$ cat config.mk
export PLATFORM = sky130hd
export DESIGN_NAME = hand_bbox_tracker
export DESIGN_NICKNAME = d
export VERILOG_FILES = /design/src/rtl/gesture_pkg.sv /design/src/rtl/hand_bbox_acc.sv /design/src/rtl/hand_bbox_tracker.sv
export SDC_FILE = /design/constraint.sdc
export NUM_CORES = 1
export LEC_CHECK = 0
export CAP_MARGIN = 20
export CORE_MARGIN = 5
export CORE_UTILIZATION = 25
export CTS_CLUSTER_DIAMETER = 120
export CTS_CLUSTER_SIZE = 10
export DETAILED_ROUTE_END_ITERATION = 8
export GPL_TIMING_DRIVEN = 0
export PLACE_DENSITY_LB_ADDON = 0.05
export SLEW_MARGIN = 40
export SYNTH_ARGS = -nofsm -noshare
export SYNTH_HDL_FRONTEND = slang
export SYNTH_HIERARCHICAL = 1
export SYNTH_SLANG_ARGS = --single-unit
$ cat constraint.sdc
create_clock -name clock -period 2.2 [get_ports clock]
set_clock_uncertainty 0.1 [all_clocks]
set_input_delay 0.33 -clock clock [delete_from_list [all_inputs] [get_ports clock]]
set_output_delay 0.33 -clock clock [all_outputs]
set_load 0.02 [all_outputs]
$ cat src/rtl/gesture_pkg.sv
// Shared coordinate types and tracker FSM encoding for the gesture pipeline.
// Pure declarations: no latency, no flow control.
package gesture_pkg;

  localparam int COORD_W = 11;

  typedef logic [COORD_W-1:0] coord_t;

  localparam coord_t COORD_MAX = 11'h7FF;

  typedef enum logic [1:0] {
    SYNC    = 2'd0,
    ACCUM   = 2'd1,
    PUBLISH = 2'd2
  } bbox_state_t;

  // Mean of two coordinates through a 12-bit sum, so 2047+2047 cannot wrap.
  function automatic coord_t coord_avg(input coord_t a, input coord_t b);
    logic [COORD_W:0] sum;
    sum = {1'b0, a} + {1'b0, b};
    return sum[COORD_W:1];
  endfunction

endpackage

$ cat src/rtl/hand_bbox_acc.sv
// Per-hand bounding-box accumulator with snapshot/clear, midpoint and found flag.
// Snapshot registers on the frame_end edge; one pixel per clock, never stalls.
import gesture_pkg::*;

module hand_bbox_acc #(
  parameter int MIN_PIXELS = 64,
  parameter int CNT_W      = 20
) (
  input  logic   clock,
  input  logic   reset,
  input  logic   en_i,
  input  logic   pix_i,
  input  logic   snap_i,
  input  coord_t hcount_i,
  input  coord_t vcount_i,
  output logic   found_o,
  output coord_t mid_x_o,
  output coord_t mid_y_o
);

  coord_t           min_x_q, min_x_d;
  coord_t           max_x_q, max_x_d;
  coord_t           min_y_q, min_y_d;
  coord_t           max_y_q, max_y_d;
  logic [CNT_W-1:0] cnt_q, cnt_d;

  coord_t           snap_min_x_q, snap_max_x_q;
  coord_t           snap_min_y_q, snap_max_y_q;
  logic [CNT_W-1:0] snap_cnt_q;

  logic take;

  assign take = en_i & pix_i;

  // The _d values include the current pixel, so a pixel coinciding with the
  // snapshot still lands in the ending frame.
  always_comb begin
    min_x_d = min_x_q;
    max_x_d = max_x_q;
    min_y_d = min_y_q;
    max_y_d = max_y_q;
    cnt_d   = cnt_q;
    if (take) begin
      if (hcount_i < min_x_q) min_x_d = hcount_i;
      if (hcount_i > max_x_q) max_x_d = hcount_i;
      if (vcount_i < min_y_q) min_y_d = vcount_i;
      if (vcount_i > max_y_q) max_y_d = vcount_i;
      if (cnt_q != {CNT_W{1'b1}}) cnt_d = cnt_q + CNT_W'(1);
    end
  end

  always_ff @(posedge clock) begin
    if (reset) begin
      min_x_q      <= COORD_MAX;
      max_x_q      <= '0;
      min_y_q      <= COORD_MAX;
      max_y_q      <= '0;
      cnt_q        <= '0;
      snap_min_x_q <= '0;
      snap_max_x_q <= '0;
      snap_min_y_q <= '0;
      snap_max_y_q <= '0;
      snap_cnt_q   <= '0;
    end else if (snap_i) begin
      snap_min_x_q <= min_x_d;
      snap_max_x_q <= max_x_d;
      snap_min_y_q <= min_y_d;
      snap_max_y_q <= max_y_d;
      snap_cnt_q   <= cnt_d;
      min_x_q      <= COORD_MAX;
      max_x_q      <= '0;
      min_y_q      <= COORD_MAX;
      max_y_q      <= '0;
      cnt_q        <= '0;
    end else begin
      min_x_q <= min_x_d;
      max_x_q <= max_x_d;
      min_y_q <= min_y_d;
      max_y_q <= max_y_d;
      cnt_q   <= cnt_d;
    end
  end

  assign found_o = (snap_cnt_q >= CNT_W'(MIN_PIXELS));
  assign mid_x_o = coord_avg(snap_min_x_q, snap_max_x_q);
  assign mid_y_o = coord_avg(snap_min_y_q, snap_max_y_q);

endmodule

$ cat src/rtl/hand_bbox_tracker.sv
// Two-hand bbox tracker: publishes midpoints 2 clocks after frame_end; no backpressure.
// Optional HAND_SMOOTH_EN averages each found hand's new midpoint with the previous one.
import gesture_pkg::*;

module hand_bbox_tracker #(
  parameter int MIN_PIXELS = 64,
  parameter int CNT_W      = 20
) (
  input  logic        clock,
  input  logic        reset,
  input  logic [10:0] hcount,
  input  logic [10:0] vcount,
  input  logic        pixel_valid,
  input  logic        mask1,
  input  logic        mask2,
  input  logic        frame_end,
  output logic [10:0] x1,
  output logic [10:0] y1,
  output logic [10:0] x2,
  output logic [10:0] y2,
  output logic        hand1_found,
  output logic        hand2_found,
  output logic        coords_valid
);

  bbox_state_t state_q, state_d;

  logic   acc_en, snap;
  logic   found1, found2;
  coord_t mid_x1, mid_y1, mid_x2, mid_y2;

  coord_t x1_q, x1_d, y1_q, y1_d, x2_q, x2_d, y2_q, y2_d;
  logic   f1_q, f1_d, f2_q, f2_d, cv_q, cv_d;

  // Pixels in the PUBLISH cycle already belong to the next frame.
  assign acc_en = (state_q != SYNC);
  assign snap   = (state_q == ACCUM) && frame_end;

  hand_bbox_acc #(.MIN_PIXELS(MIN_PIXELS), .CNT_W(CNT_W)) u_acc1 (
    .clock    (clock),
    .reset    (reset),
    .en_i     (acc_en),
    .pix_i    (pixel_valid & mask1),
    .snap_i   (snap),
    .hcount_i (hcount),
    .vcount_i (vcount),
    .found_o  (found1),
    .mid_x_o  (mid_x1),
    .mid_y_o  (mid_y1)
  );

  hand_bbox_acc #(.MIN_PIXELS(MIN_PIXELS), .CNT_W(CNT_W)) u_acc2 (
    .clock    (clock),
    .reset    (reset),
    .en_i     (acc_en),
    .pix_i    (pixel_valid & mask2),
    .snap_i   (snap),
    .hcount_i (hcount),
    .vcount_i (vcount),
    .found_o  (found2),
    .mid_x_o  (mid_x2),
    .mid_y_o  (mid_y2)
  );

  function automatic coord_t next_coord(input coord_t prev, input coord_t fresh,
                                        input logic prev_found);
`ifdef HAND_SMOOTH_EN
    return prev_found ? coord_avg(prev, fresh) : fresh;
`else
    return (prev_found & 1'b0) ? prev : fresh;
`endif
  endfunction

  always_comb begin
    state_d = state_q;
    unique case (state_q)
      SYNC:    if (frame_end) state_d = ACCUM;
      ACCUM:   if (frame_end) state_d = PUBLISH;
      PUBLISH: state_d = ACCUM;
      default: state_d = SYNC;
    endcase
  end

  always_comb begin
    x1_d = x1_q;
    y1_d = y1_q;
    x2_d = x2_q;
    y2_d = y2_q;
    f1_d = f1_q;
    f2_d = f2_q;
    cv_d = 1'b0;
    if (state_q == PUBLISH) begin
      cv_d = 1'b1;
      f1_d = found1;
      f2_d = found2;
      if (found1) begin
        x1_d = next_coord(x1_q, mid_x1, f1_q);
        y1_d = next_coord(y1_q, mid_y1, f1_q);
      end
      if (found2) begin
        x2_d = next_coord(x2_q, mid_x2, f2_q);
        y2_d = next_coord(y2_q, mid_y2, f2_q);
      end
    end
  end

  always_ff @(posedge clock) begin
    if (reset) begin
      state_q <= SYNC;
      x1_q    <= '0;
      y1_q    <= '0;
      x2_q    <= '0;
      y2_q    <= '0;
      f1_q    <= 1'b0;
      f2_q    <= 1'b0;
      cv_q    <= 1'b0;
    end else begin
      state_q <= state_d;
      x1_q    <= x1_d;
      y1_q    <= y1_d;
      x2_q    <= x2_d;
      y2_q    <= y2_d;
      f1_q    <= f1_d;
      f2_q    <= f2_d;
      cv_q    <= cv_d;
    end
  end

  assign x1           = x1_q;
  assign y1           = y1_q;
  assign x2           = x2_q;
  assign y2           = y2_q;
  assign hand1_found  = f1_q;
  assign hand2_found  = f2_q;
  assign coords_valid = cv_q;

endmodule

* Word level (Yosys, flattened, before mapping)
Index checks and enable logic that the tools add are counted.
** Storage, ports and cells
- Output and inout bits :: 47
- Word-level logic and storage cells :: 85
- Flip-flop bits (word level) :: 305
** Cells by class
- Eq/ne operators :: 6
- Bitwise operators :: 4
- Magnitude comparators :: 10
- Multiplexer cells :: 24
- $add $sub $neg :: 6
- Reduce and logical (&&, ||, !) cells :: 7
** Operators by type and width (count)
- $mux 11 :: 16
- $mux 20 :: 4
- $add 11x11->12 :: 4
- $gt 11x11->1 :: 4
- $lt 11x11->1 :: 4
- $add 20x1->20 const B :: 2
- $ge 20x7->1 const B :: 2
- $ne 20x20->1 const B :: 2
- $pmux 2 s3 :: 1
- $reduce_and 2->1 :: 3
- $and 1x1->1 :: 4
- $mux 2 :: 2
- $ne 2x2->1 const B :: 2
- $eq 2x1->1 const B :: 1
- $eq 2x2->1 const B :: 1
- $logic_not 2->1 :: 1
- $reduce_bool 2->1 :: 1
- $reduce_or 2->1 :: 1
- $logic_and 1x1->1 :: 1
- $mux 1 :: 1

* Longest topological paths before layout
- Depth in word-level cells :: 3
- Depth in mapped cells :: 9
- Gate-level depth less buffers :: 9

* Modules after synthesis
Netlist, hierarchy kept.
** By module, submodules not included
- hand_bbox_acc at u_acc2 :: instances 1, area an instance 6726.5 um2, cells an instance 790
- hand_bbox_acc at u_acc1 :: instances 1, area an instance 6680.2 um2, cells an instance 789
- hand_bbox_tracker :: instances 1, area an instance 1764.2 um2, cells an instance 216

* Worst setup path before layout
OpenSTA, ideal clock, no wires.
- Path kind :: input-to-reg
- Start point :: input vcount[8]
- End point :: register u_acc1.snap_min_y_q[0]
- Stages :: 7
- Setup time :: 91 ps
- Slack :: 8 ps
- Arrival time :: 2002 ps
- Cells stage by stage :: ha_1 a21o_1 a2111oi_0 o221a_2 buf_2 o21ai_0 a311oi_1
** Between the ends
- Word-level cells in the longest chain between the ends :: 3
** Ends and longest elaborated chain
- start: declaration :: line hand_bbox_tracker.sv:12 : input logic [10:0] vcount,
- $lt 11x11->1 :: line hand_bbox_acc.sv:46 : if (vcount_i < min_y_q) min_y_d = vcount_i;
- $mux 11 :: line hand_bbox_acc.sv:46
- $mux 11 :: line hand_bbox_acc.sv:43 : if (take) begin
- end signal: assignment :: line hand_bbox_acc.sv:67 : snap_min_y_q <= min_y_d;
- end: declaration :: line hand_bbox_acc.sv:28 : coord_t snap_min_y_q, snap_max_y_q;
No other way between the ends.
A chain may end at the register's enable or synchronous reset.

* Final worst setup path
- Start point :: register u_acc1.max_y_q[8]
- End point :: register u_acc1.snap_max_y_q[5]
** Between the ends
- Word-level cells in the longest chain between the ends :: 3
** Ends and longest elaborated chain
- start: declaration :: line hand_bbox_acc.sv:24 : coord_t max_y_q, max_y_d;
- start signal: assignment :: line hand_bbox_acc.sv:79 : max_y_q <= max_y_d;
- $gt 11x11->1 :: line hand_bbox_acc.sv:47 : if (vcount_i > max_y_q) max_y_d = vcount_i;
- $mux 11 :: line hand_bbox_acc.sv:47
- $mux 11 :: line hand_bbox_acc.sv:43
- end signal: assignment :: line hand_bbox_acc.sv:68 : snap_max_y_q <= max_y_d;
- end: declaration :: line hand_bbox_acc.sv:28
No other way between the ends.

==> results.ini <==
[status]
status = finished, violations left
violations = setup timing

[clock_tree]
cts_sinks = 293
clk_pin_slew_worst_paths_ns = 0.05
clockRootBuffer = clkbuf_16
clk_latency_ns = 0.55
cts_tree = yes
cts_made_buffers = 35
htreeDepth = 2
clockBufferDepth = 3

[synth]
async_flop_share_pct = 0
netlist_area_mm2 = 0.0152
synth_top_cell_by_area = dfxtp_1
synth_edf_count = 0
yosys_warnings = 6
synthFlopType = dfxtp_1
postSynthAreaPerCell_um2 = 8.45
yosysSeqAreaShare_pct = 38.7
synth_seq_cells = 293
yosys.cell_types.count = 65
synth_area_leaders = dfxtp_1, ha_1, nand3_1, a311oi_1, a21oi_1
synth_fp_nets = 1953
synthCells = 1795
yosysTopAreaCellShare_pct = 38.7

[route]
drt_first_pass_iters = 5
drtIter0Drc = 554
drtAntennaViolNets = 0
drc = 0
vias = 14000
routed_wirelength_mm = 54.6
vias_per_cell = 5.06
wl_per_cell_um = 19.7

[floorplanning]
die-area_mm2 = 0.0657
ios = 75
start_util_pct = 25.2
die_y_um = 256
core_area_mm2 = 0.0602
die_w_um = 256
rows = 90

[timing]
period_share_pct = 102
relSlewSlack_pct = 46.5
period_minus_slack_ns = 2.24
setup_viol = 21
rsz0062_at_grt = true
maxSlewViolCount = 0
tightest_slew_ns = 0.803
tns_ns = -0.285
fmax_mhz = 445
timing.final.ws_setup_ns = -0.0447
final_hold_viol_count = 0

[min_path]
hold_path_end = u_acc1/max_y_q[1]
hold_start = vcount[1]
hold_path_class = in -> reg
holdPathStages = 3

[grt]
met3_usage_pct = 2.21
grt_first_pass_wirelength_mm = 82.8
met1_usage_pct = 21.2
use_met2_pct = 26.9
grt_pass1_vias = 14300
antenna_found_initial = 0
gr-total-overflow = 0
grt_start_max_net_pins = 13
busiest_layer = met2
grt_util_all_layers_pct = 15.7

[cells_and_area]
area_delta_synth_final_pct = 37.8
nNetsFinal = 2137
fin_area_mm2 = 0.0209
antenna_cells = 0
seq_area_mm2 = 0.00592
multi_input_area_mm2 = 0.0107
fillers = 6212
final_cells = 2763
drive_above_1_share_pct = 28.3

[pwr]
p_leak_uw = 0.00785
powerDensity_mw_per_mm2 = 674
vdd_drop_max_v = 0.000452

[critical_path]
worst-setup-path-type = reg -> reg
worstReg2RegStart = u_acc1/max_y_q[8]
reg2regPathDepth = 8
cp-start-kind = flip-flop
rr_endpoint = u_acc1/snap_max_y_q[5]
worst_setup_path_end_kind = flip-flop
r2r_slack_ns = -0.04
crit_fanout = 5
worstPathRequired_ns = 2.54
crit_arrival_ns = 2.58

[placed_design]
place.gp.congestion = 0.788
dpl_cell_area_mm2 = 0.0169
io_buffers = 74
dp.cells = 2651
post-dp-hpwl_mm = 39.3

[job]
cap_violations = 0

## report_power, final
group | switching, uW | internal [uW] | total [uW]
combinational | 1820 | 1200 | 3020
clock | 2330 | 2900 | 5230
sequential | 233 | 5620 | 5850
## sequential cells by signal, indices dropped and copies added, names as in the netlist, 14 cells and up
signal and cells:
u_acc2/snap_cnt_q 14, u_acc1/snap_cnt_q 14, u_acc1/cnt_q 20, u_acc2/cnt_q 20
## area by class of cell
class,instances,area share [%]
clock buffer,36,4.31
tap,782,4.68
clock inverter,3,0.162
multi-input combinational,1303,51.0
timing repair buffer,154,6.75
buffer,99,3.15
inverter,93,1.67
sequential,293,28.3
## through the flow
stage | setup slack [ns] | hold WS, ns | util [%] | power (uW)
4_1_cts | -0.0293 | 0.253 | 31.1 | 13800
6_report | -0.0447 | 0.195 | 34.7 | 14100
5_1_grt | -0.149 | 0.201 | 34.7 | 14900
2_1_floorplan | 0.00753 | 0.346 | - | 7380
3_3_place_gp | -1.56 | 0.347 | 28.0 | 8190
3_5_place_dp | -1.56 | 0.349 | 28.0 | 8200
## what timing repair did
action	4_1_cts	5_1_grt
gates cloned	8	7
setup buffers	26	42
pin swaps	86	152
resized for setup	266	408
endpoints found under the setup margin	246	219
hold buffers	0	0
## how the worst max path moves through the flow
stage / from / endpoint / slack (ns) / depth (start not counted)
after floorplan: vcount[8] / u_acc1/snap_min_y_q[0] / 0.008 / 7
after global placement: hcount[6] / u_acc1/snap_max_x_q[2] / -1.56 / 8
after detailed placement: hcount[8] / u_acc1/snap_max_x_q[2] / -1.56 / 8
after CTS: u_acc2/min_y_q[8] / u_acc2/snap_min_y_q[8] / -0.03 / 8
after global routing: state_q[0] / u_acc2/snap_min_x_q[8] / -0.15 / 8
final: u_acc1/max_y_q[8] / u_acc1/snap_max_y_q[5] / -0.04 / 8
## logic make-up (layout without fill, tap and decap cells)
group,Yosys count,count (layout),synth area share [%]
adder cells (fa/ha/maj),130,130,10.9
AND/OR/NAND/NOR,620,622,20.0
flip-flops,293,293,38.7
AO/OA/AOI/OAI,484,484,21.0
buffers and inverters,201,385,5.53
XOR/XNOR,63,63,3.64
multiplexers,4,4,0.272
## worst max-delay path, stage by stage (launching register included)
cell      delay, ns
dfxtp_2        0.35
inv_2          0.06
ha_4           0.27
nand4_1        0.19
a211oi_4       0.33
a2111o_1       0.27
buf_8          0.18
nand3_4        0.08
a311oi_2       0.31
## cells in the final DEF, fill, tap and decap left out, types with 28 or more instances in the layout
cell and instances:
o21ai_2 41, o21ai_1 28, dfxtp_2 35, nand4_1 37, nand2_1 114, dfxtp_1 256, a311oi_2 48, clkbuf_16 37
a311oi_1 42, inv_1 84, ha_4 29, clkdlybuf4s50_1 52, buf_4 72, clkbuf_1 37, nand3_2 31, clkbuf_2 30
a21oi_1 130, nor2_1 172, xnor2_1 38, nand3_1 116, ha_1 97
## cells in the mapped netlist (22+ instances only)
| master | n |
|---|---|
| nand2b_1 | 22 |
| nor2_1 | 178 |
| nand4_1 | 37 |
| o21ai_0 | 55 |
| o21ai_1 | 53 |
| a211oi_1 | 34 |
| a311oi_1 | 90 |
| dfxtp_1 | 293 |
| ha_1 | 126 |
| clkbuf_1 | 84 |
| xor2_1 | 23 |
| inv_1 | 93 |
| xnor2_1 | 40 |
| nor3_1 | 22 |
| nand2_1 | 116 |
| a21oi_1 | 153 |
| a21o_1 | 23 |
| nand3_1 | 167 |
## per-layer routing
layer	vias up	wire, um
met2	132	26000
met3	56	1210
met4	0	899
met1	6865	26500
li1	6938	-
met5	-	0
Power figures use the tool's default switching activity.
